$ cat src/rtl/rmst_to_ram_tile.sv
// rmst_to_ram_tile: streams iolen words from external memory into tile RAM
// through the Avalon read master, in bursts of up to BLEN words.
module rmst_to_ram_tile #(
  parameter int AW          = 12,
  parameter int CW          = 6,
  parameter int DW          = 32,
  parameter int XAW         = 32,
  parameter int XDW         = 128,
  parameter int WCNT        = XDW / DW,
  parameter int BLEN        = 8,
  parameter int MAX_PENDING = 16
) (
  input  logic           clk,
  input  logic           rst,
  output logic           rmst_fixed_location,
  output logic [XAW-1:0] rmst_read_base,
  output logic [CW-1:0]  rmst_read_length,
  output logic           rmst_go,
  input  logic           rmst_done,
  output logic           rmst_user_read_buffer,
  input  logic [XDW-1:0] rmst_user_buffer_data,
  input  logic           rmst_user_data_available,
  input  logic           config_done,
  input  logic [AW-1:0]  param_iolen,
  input  logic [XAW-1:0] param_raddr,
  input  logic           load_data_start,
  output logic           load_data_done,
  output logic           rmst_wr_ena,
  output logic [AW-1:0]  rmst_wr_addr,
  output logic [DW-1:0]  rmst_wr_data
);

  localparam logic [2:0] S_IDLE  = 3'd0;
  localparam logic [2:0] S_CMD   = 3'd1;
  localparam logic [2:0] S_WAIT  = 3'd2;
  localparam logic [2:0] S_HOLD  = 3'd3;
  localparam logic [2:0] S_FLUSH = 3'd4;

  localparam int KW = (WCNT > 1) ? $clog2(WCNT) : 1;
  localparam logic [31:0] PEND_MAX = 32'(MAX_PENDING * BLEN);

  logic [2:0]     state;
  logic [AW-1:0]  iolen;
  logic [XAW-1:0] raddr;
  logic [AW-1:0]  rd_len;
  logic [AW-1:0]  issued;
  logic [AW-1:0]  written;
  logic [AW-1:0]  burst;
  logic [AW-1:0]  outstanding;
  logic [31:0]    pend;
  logic           can_issue;
  logic           busy;
  logic           start_ok;

  logic [XDW-1:0] beat;
  logic           held;
  logic [KW-1:0]  k;
  logic [DW-1:0]  cur_word;
  logic           last_word;
  logic           final_wr;
  logic           pop;

  assign rmst_fixed_location = 1'b0;

  assign busy     = (state != S_IDLE);
  assign start_ok = !busy && !config_done &&
                    load_data_start && (iolen != '0);

  assign burst = (rd_len < AW'(BLEN)) ? rd_len : AW'(BLEN);
  assign outstanding = issued - written;
  assign pend = 32'(outstanding) + 32'(BLEN);
  assign can_issue = rmst_done && (pend <= PEND_MAX);

  assign last_word = (written == iolen - AW'(1));
  assign final_wr  = held && ((k == KW'(WCNT - 1)) || last_word);
  assign cur_word  = beat[DW*int'(k) +: DW];

  // Never pop beyond the words this transfer still needs.
  assign pop = busy && rmst_user_data_available &&
               (held ? (final_wr && !last_word)
                     : (written != iolen));
  assign rmst_user_read_buffer = pop;

  always_ff @(posedge clk) begin
    if (rst) begin
      state            <= S_IDLE;
      iolen            <= '0;
      raddr            <= '0;
      rd_len           <= '0;
      issued           <= '0;
      rmst_read_base   <= '0;
      rmst_read_length <= '0;
      rmst_go          <= 1'b0;
      load_data_done   <= 1'b0;
    end else begin
      rmst_go <= 1'b0;
      unique case (state)
        S_IDLE: begin
          if (config_done) begin
            iolen          <= param_iolen;
            raddr          <= param_raddr;
            rd_len         <= param_iolen;
            rmst_read_base <= param_raddr;
            load_data_done <= 1'b0;
          end else if (start_ok) begin
            issued         <= '0;
            rd_len         <= iolen;
            rmst_read_base <= raddr;
            load_data_done <= 1'b0;
            state          <= S_CMD;
          end
        end
        S_CMD: begin
          if (rd_len == '0) begin
            state <= S_FLUSH;
          end else if (can_issue) begin
            rmst_go          <= 1'b1;
            rmst_read_length <= CW'({burst, 2'b00});
            rd_len           <= rd_len - burst;
            issued           <= issued + burst;
            state            <= S_WAIT;
          end
        end
        // done may still read high right after go
        S_WAIT: state <= S_HOLD;
        S_HOLD: begin
          if (rmst_done) begin
            rmst_read_base <= rmst_read_base +
                              XAW'(rmst_read_length);
            state          <= S_CMD;
          end
        end
        S_FLUSH: begin
          if ((written == iolen) && rmst_done) begin
            load_data_done <= 1'b1;
            state          <= S_IDLE;
          end
        end
        default: state <= S_IDLE;
      endcase
    end
  end

  always_ff @(posedge clk) begin
    if (rst) begin
      beat         <= '0;
      held         <= 1'b0;
      k            <= '0;
      written      <= '0;
      rmst_wr_ena  <= 1'b0;
      rmst_wr_addr <= '0;
      rmst_wr_data <= '0;
    end else begin
      rmst_wr_ena <= 1'b0;
      if (start_ok) begin
        held    <= 1'b0;
        k       <= '0;
        written <= '0;
      end else if (busy) begin
        if (held) begin
          rmst_wr_ena  <= 1'b1;
          rmst_wr_addr <= written;
          rmst_wr_data <= cur_word;
          written      <= written + AW'(1);
          k            <= k + KW'(1);
          if (final_wr) begin
            held <= 1'b0;
            k    <= '0;
          end
        end
        if (pop) begin
          beat <= rmst_user_buffer_data;
          held <= 1'b1;
          k    <= '0;
        end
      end
    end
  end

endmodule

$ cat config.mk
export PLATFORM = sky130hd
export DESIGN_NAME = rmst_to_ram_tile
export DESIGN_NICKNAME = d
export VERILOG_FILES = /design/src/rtl/rmst_to_ram_tile.sv
export SDC_FILE = /design/constraint.sdc
export NUM_CORES = 1
export LEC_CHECK = 0
export BUFFER_PORTS_ARGS = -buffer_cell sky130_fd_sc_hd__buf_2
export CAP_MARGIN = 0
export CORE_ASPECT_RATIO = 0.8
export CORE_MARGIN = 1
export CORE_UTILIZATION = 51
export DETAILED_ROUTE_END_ITERATION = 16
export GPL_TIMING_DRIVEN = 1
export PLACE_DENSITY_LB_ADDON = 0.08
export SYNTH_ARGS = -nofsm -noshare
export SYNTH_HDL_FRONTEND = slang
export SYNTH_SLANG_ARGS = --single-unit
$ cat constraint.sdc
create_clock -name clk -period 3.4 [get_ports clk]
set_input_delay 0.68 -clock clk [delete_from_list [all_inputs] [get_ports clk]]
set_output_delay 0.68 -clock clk [all_outputs]
set_load 0.03 [all_outputs]
==> qor.csv, run 1 <==
metric,value,unit
outcome,"complete, but fails checks",
failing checks,negative setup slack,
Die W,190,um
worst reg2reg startpoint,written[3]$_SDFFE_PP0P_,
clock slew at reported path FFs,0.06,ns
final setup vio count,1,
# clock sinks,297,
"Worst Setup Slack, final",-0.217,ns
final hold viol count,0,
Worst-Margin Slew,0.915,ns
Critical Path RT,2.72,ns
Finished Core Util,0.651,
P&R area growth vs syn,24.0,%
global-route wire length before repair,64500,um
die area,29000,sq um
worst-case reg-to-reg path depth,15,
clk_skew,0.0227,ns
Worst Hold Path Cells,3,
TritonCTS buffer count,30,
most frequent cell after synthesis,nand2_1,
Synth Instances,1820,
Avg Inst Size Synth,7.95,sq um
share of layout cells above drive strength 1,0.248,
type of the tightest min-delay check,input pin to register,
row count,54,
Ports,265,
Worst setup SP type,register,
Crit Path Category,register to output pin,
Slew Limit Headroom,0.390,
fill cell count,2409,
DR iter-0 viols,885,
Power Total,13700,uW
Critical Path End Type,output pin,
wire per inst,16.5,um
PortBufs,261,
post-synthesis cell type count,80,
Synth area leaders,"dfxtp_1 (41%), nand2_1 (13%), a21oi_1 (9.6%), mux4_2 (5.0%), mux2i_1 (2.9%)",
Vias,13600,
antenna violations before repair,4,
Max Cap Viol,0,
part of the cycle the worst path needs,1.06,
hold endpoint,beat[55]$_SDFFE_PP0P_,
CTS tree,done,
Max Root-Sink Buffers,3,
# DRC,0,
core area,27600,sq um
CTS H-tree depth,1,
CP arrival,2.94,ns
ys async rst share,0,
insertion delay to the later sink of the worst-skew pair,0.56,ns
Pwr Density,763,nW/um^2
Post-synth EDFFs,0,
fmax,0.276,GHz
# nets final,2295,
post-synthesis sequential area ratio,0.411,
CP max FO,6,
antenna-violating nets left,0,
Synth Register Bits,297,
Synth Cell Area,14500,sq um
"IR drop worst, VDD",635,uV
DR vias/cell,5.52,
synth warn,0,
count of final max-slew check failures,0,
Hold Path Origin,rmst_user_buffer_data[55],
RePlAce Congestion,0.912,
RSZ-0062 raised after global routing,true,
r2r setup slk,0.02,ns
drt pass-1 iters,5,
top cell type's share of synthesized area,0.411,
Initial Util,0.525,
dpl hpwl,27100,um
Lkg Pwr,0.00718,uW
cell accounting for the most synthesized area,dfxtp_1,
die height,153,um
Final Critical Period,3.62,ns
grt ovf,0,
synth cell count leaders,"nand2_1 (510), dfxtp_1 (297), a21oi_1 (277), nor2_1 (103), clkbuf_1 (86)",
vias in the first global route,12600,
Synth Flop Type,dfxtp_1,
RR Endpoint,state[1]$_SDFFE_PP0P_,
All-Layer GR Usage,0.269,
clk root buf,clkbuf_16,
largest net degree at the start of global routing,131,
Routed WL,40700,um
critical path: stages, from the launching register on:
cell and delay (ns):
dfxtp_1 0.36, buf_6 0.13, inv_1 0.07, ha_4 0.18, nor4b_4 0.12, buf_4 0.15, buf_4 0.13, nor3_2 0.14
a31oi_1 0.05, o31a_1 0.25, nor4b_2 0.23, buf_4 0.19, o32a_4 0.18, inv_4 0.04, buf_6 0.13
final cells by class:
type	instances	area (sq um)	area share
Timing Repair Buffer	352	2110	0.118
Inverter	33	126	0.00705
Clock buffer	41	883	0.0493
Multi-Input combinational cell	1369	8220	0.459
Clock inverter	12	171	0.00956
Antenna cell	3	7.51	0.000419
Tap cell	364	455	0.0254
Sequential cell	297	5950	0.332
flip-flops by register name (all words and copies together) (netlist names), 32 cells and up:
register,flops
raddr,32
beat,128
rmst_wr_data,32
rmst_read_base,32
layout by cell type, fill, tap and decap left out, drive strengths merged, types with 4 or more instances in the layout:
master	Yosys	layout
nand2	511	511
buf	43	351
dfxtp	297	297
a21oi	279	279
nor2	103	103
o21ai	57	57
mux2i	42	42
clkbuf	86	42
xnor2	36	36
nor3	33	33
inv	32	33
mux4	32	32
ha	32	32
nand3	23	23
a31oi	16	16
a211oi	16	16
o22ai	14	14
xor2	11	11
conb	2	11
and3	11	11
nand4	10	10
nor2b	10	10
nor4	8	8
or2	7	7
or3	7	7
and2	6	6
a21o	6	6
a22oi	6	6
or4	6	6
clkinv	1	6
nand2b	5	5
o21a	5	5
a2111oi	5	5
o211ai	4	4
bufinv	0	4
o31ai	4	4
a31o	4	4
nor4b	4	4
cell families (layout without fill, tap and decap cells):
group           after synthesis  in the layout  synth area share
mux                          76             76            0.0805
fa+ha+maj                    34             34            0.0305
simple gates                752            752             0.221
buf+inv                     163            438            0.0489
xor+xnor                     47             47            0.0285
flops                       297            297             0.411
other cells                   2             14          0.000519
compound gates              449            449             0.180
worst max-delay path by stage:
stage,startpoint,end,cells after the start
finish,iolen[1]$_SDFFE_PP0P_,rmst_user_read_buffer,14
global route,iolen[1]$_SDFFE_PP0P_,rmst_user_read_buffer,14
CTS,iolen[1]$_SDFFE_PP0P_,rmst_user_read_buffer,10
detailed placement,written[2]$_SDFFE_PP0P_,rd_len[10]$_SDFFE_PP0P_,16
global placement,written[2]$_SDFFE_PP0P_,rd_len[10]$_SDFFE_PP0P_,16
floorplan,written[1]$_SDFFE_PP0P_,state[1]$_SDFFE_PP0P_,15
report_power, final:
part	total [uW]	switching, uW	internal, uW
clock	3520	1410	2110
combinational	5550	3300	2250
sequential	4600	485	4120
timing repair:
action / 4_1_cts / 5_1_grt
resized for setup: 32 / 56
buffers inserted: 4 / 5
endpoints found under the setup margin: 18 / 38
hold endpoints to repair: 0 / 0
pin swaps: 11 / 31
gates cloned: 1 / 1
hold buffers: 0 / 0
through the flow:
stage | setup TNS [ns] | std cells | setup slack, ns | hold slack, ns | area [sq um]
floorplan | -0.0310 | 1829 | -0.0310 | 0.432 | 14500
global placement | 0 | 2404 | 0.0185 | 0.437 | 16400
detailed placement | -0.353 | 2404 | -0.0797 | 0.442 | 16400
CTS | -0.226 | 2462 | -0.226 | 0.339 | 17600
global route | -1.52 | 2471 | -0.326 | 0.346 | 17900
finish | -0.217 | 2471 | -0.217 | 0.353 | 17900
layer usage:
| layer | global-route usage | up-vias | routed length (um) |
|---|---|---|---|
| li1 | - | 6785 | - |
| met1 | 0.388 | 6415 | 19000 |
| met2 | 0.423 | 381 | 18200 |
| met3 | 0.0357 | 61 | 2550 |
| met4 | 0.0697 | 2 | 911 |
| met5 | 0 | - | 13 |
Note: power is estimated with default switching activity, not from simulation.
==> run 2: changes to the inputs <==
Settings changed: CAP_MARGIN 0 to 20, CORE_MARGIN 1 to 4, PLACE_DENSITY from default to 0.76, PLACE_DENSITY_LB_ADDON 0.08 to default.
==> qor.csv, run 2 (synthesis gave the netlist of run 1 again) <==
metric,value,unit
CP arrival,3.03,ns
antenna-violating nets left,0,
worst-case reg-to-reg path depth,15,
Crit Path Category,register to output pin,
Critical Path End Type,output pin,
clk root buf,clkbuf_16,
core area,27600,sq um
clk_skew,0.0211,ns
vias in the first global route,13300,
Slew Limit Headroom,0.344,
final hold viol count,0,
insertion delay to the later sink of the worst-skew pair,0.55,ns
# nets final,2286,
DR iter-0 viols,1013,
CP max FO,4,
count of final max-slew check failures,0,
worst setup path start,iolen[2]$_SDFFE_PP0P_,
worst slack at placement,-0.173,ns
Critical Path RT,2.72,ns
DR vias/cell,5.69,
P&R area growth vs syn,22.1,%
wire per inst,17.1,um
Final Critical Period,3.71,ns
"most common cell after layout, fill and taps aside",nand2_1,
"IR drop worst, VDD",477,uV
All-Layer GR Usage,0.256,
Ports,265,
Worst-Margin Slew,0.982,ns
worst reg2reg startpoint,issued[0]$_SDFFE_PP0P_,
drt pass-1 iters,6,
dpl hpwl,28800,um
r2r setup slk,0.07,ns
row count,54,
cts-stage hold buffer count,0,
global-route wire length before repair,66800,um
smallest hold slack,0.360,ns
share of layout cells above drive strength 1,0.237,
die area,31100,sq um
failing checks,negative setup slack,
Die W,196,um
# DRC,0,
largest net degree at the start of global routing,131,
# clock sinks,297,
Max Root-Sink Buffers,3,
number of diodes,0,
antenna violations before repair,1,
die height,159,um
Initial Util,0.525,
outcome,"complete, but fails checks",
RSZ-0062 raised after global routing,true,
Max Cap Viol,0,
RR Endpoint,rd_len[7]$_SDFFE_PP0P_,
"Most flops, register",beat,
TritonCTS buffer count,30,
most frequent cells in the layout,"nand2_1 (509), dfxtp_1 (291), a21oi_1 (274), buf_2 (259), nor2_1 (99)",
PortBufs,261,
part of the cycle the worst path needs,1.09,
clock slew at reported path FFs,0.06,ns
Critical path destination,rmst_user_read_buffer,
grt ovf,0,
Worst setup SP type,register,
Vias,14000,
fmax,0.270,GHz
final setup vio count,1,
CTS H-tree depth,1,
Lkg Pwr,0.00706,uW
Pwr Density,764,nW/um^2
"Worst Setup Slack, final",-0.305,ns
max reg flops,128,
Power Total,13500,uW
type of the tightest min-delay check,input pin to register,
Routed WL,42000,um
RePlAce Congestion,0.985,
CTS tree,done,
==> run 2: cell types whose count changed in the layout (fill, tap and decap cells not counted), sizes merged <==
cell | previous run | this run
bufinv | 4 | 3
clkbuf | 42 | 45
diode | 3 | 0
a31oi | 16 | 17
buf | 351 | 341
inv | 33 | 31
==> run 2: through the flow <==
stage,util,area [sq um],TNS [ns],std cells
final,0.641,17700,-0.305,2459
after global routing,0.641,17700,-0.477,2459
after CTS,0.634,17500,-0.275,2456
after detailed placement,0.590,16300,-1.07,2392
after global placement,0.590,16300,-0.293,2392
after floorplan,-,14500,-0.0310,1829
==> run 2: area by class of cell <==
type / count / area, sq um
sequential: 297 / 5950
clock inverter: 9 / 129
fill: 2395 / 9900
clock buffer: 44 / 875
inverter: 33 / 129
tap: 364 / 455
timing repair buffer: 342 / 1990
multi-input combinational: 1370 / 8140
==> run 2: report_power, final <==
part	switching [uW]	internal (uW)	total [uW]
sequential	497	4120	4620
clock	1380	2000	3380
combinational	3260	2240	5490
==> run 2: critical path, stage by stage (launching register included) <==
cell      delay [ns]
dfxtp_1         0.31
or2_1           0.24
or4_4           0.53
o211a_1         0.27
nor3_2          0.16
a41oi_2         0.08
nor4b_4         0.42
o32a_4          0.25
clkinv_4        0.07
buf_6           0.14
==> run 2: repair_timing <==
| action | 4_1_cts | 5_1_grt |
|---|---|---|
| pin swaps | 12 | 7 |
| gates cloned | 1 | 0 |
| setup buffers | 10 | 2 |
| endpoints found under the setup margin | 13 | 34 |
| resized for setup | 23 | 35 |
==> run 2: how the worst min path moves through the flow <==
stage / start / slack (ns) / endpoint / cells past startpoint
after global routing: rmst_user_buffer_data[103] / 0.35 / beat[103]$_SDFFE_PP0P_ / 3
after CTS: rmst_user_buffer_data[65] / 0.34 / beat[65]$_SDFFE_PP0P_ / 3
after global placement: raddr[21]$_SDFFE_PP0P_ / 0.44 / raddr[21]$_SDFFE_PP0P_ / 2
after detailed placement: raddr[17]$_SDFFE_PP0P_ / 0.44 / raddr[17]$_SDFFE_PP0P_ / 2
final: rmst_user_buffer_data[65] / 0.36 / beat[65]$_SDFFE_PP0P_ / 3
after floorplan: raddr[17]$_SDFFE_PP0P_ / 0.43 / raddr[17]$_SDFFE_PP0P_ / 2
==> run 2: routing by layer <==
layer  track usage  share of wire
met1         0.367           0.45
met5             0        0.00031
met3        0.0425          0.069
met2         0.397           0.45
met4        0.0851          0.030
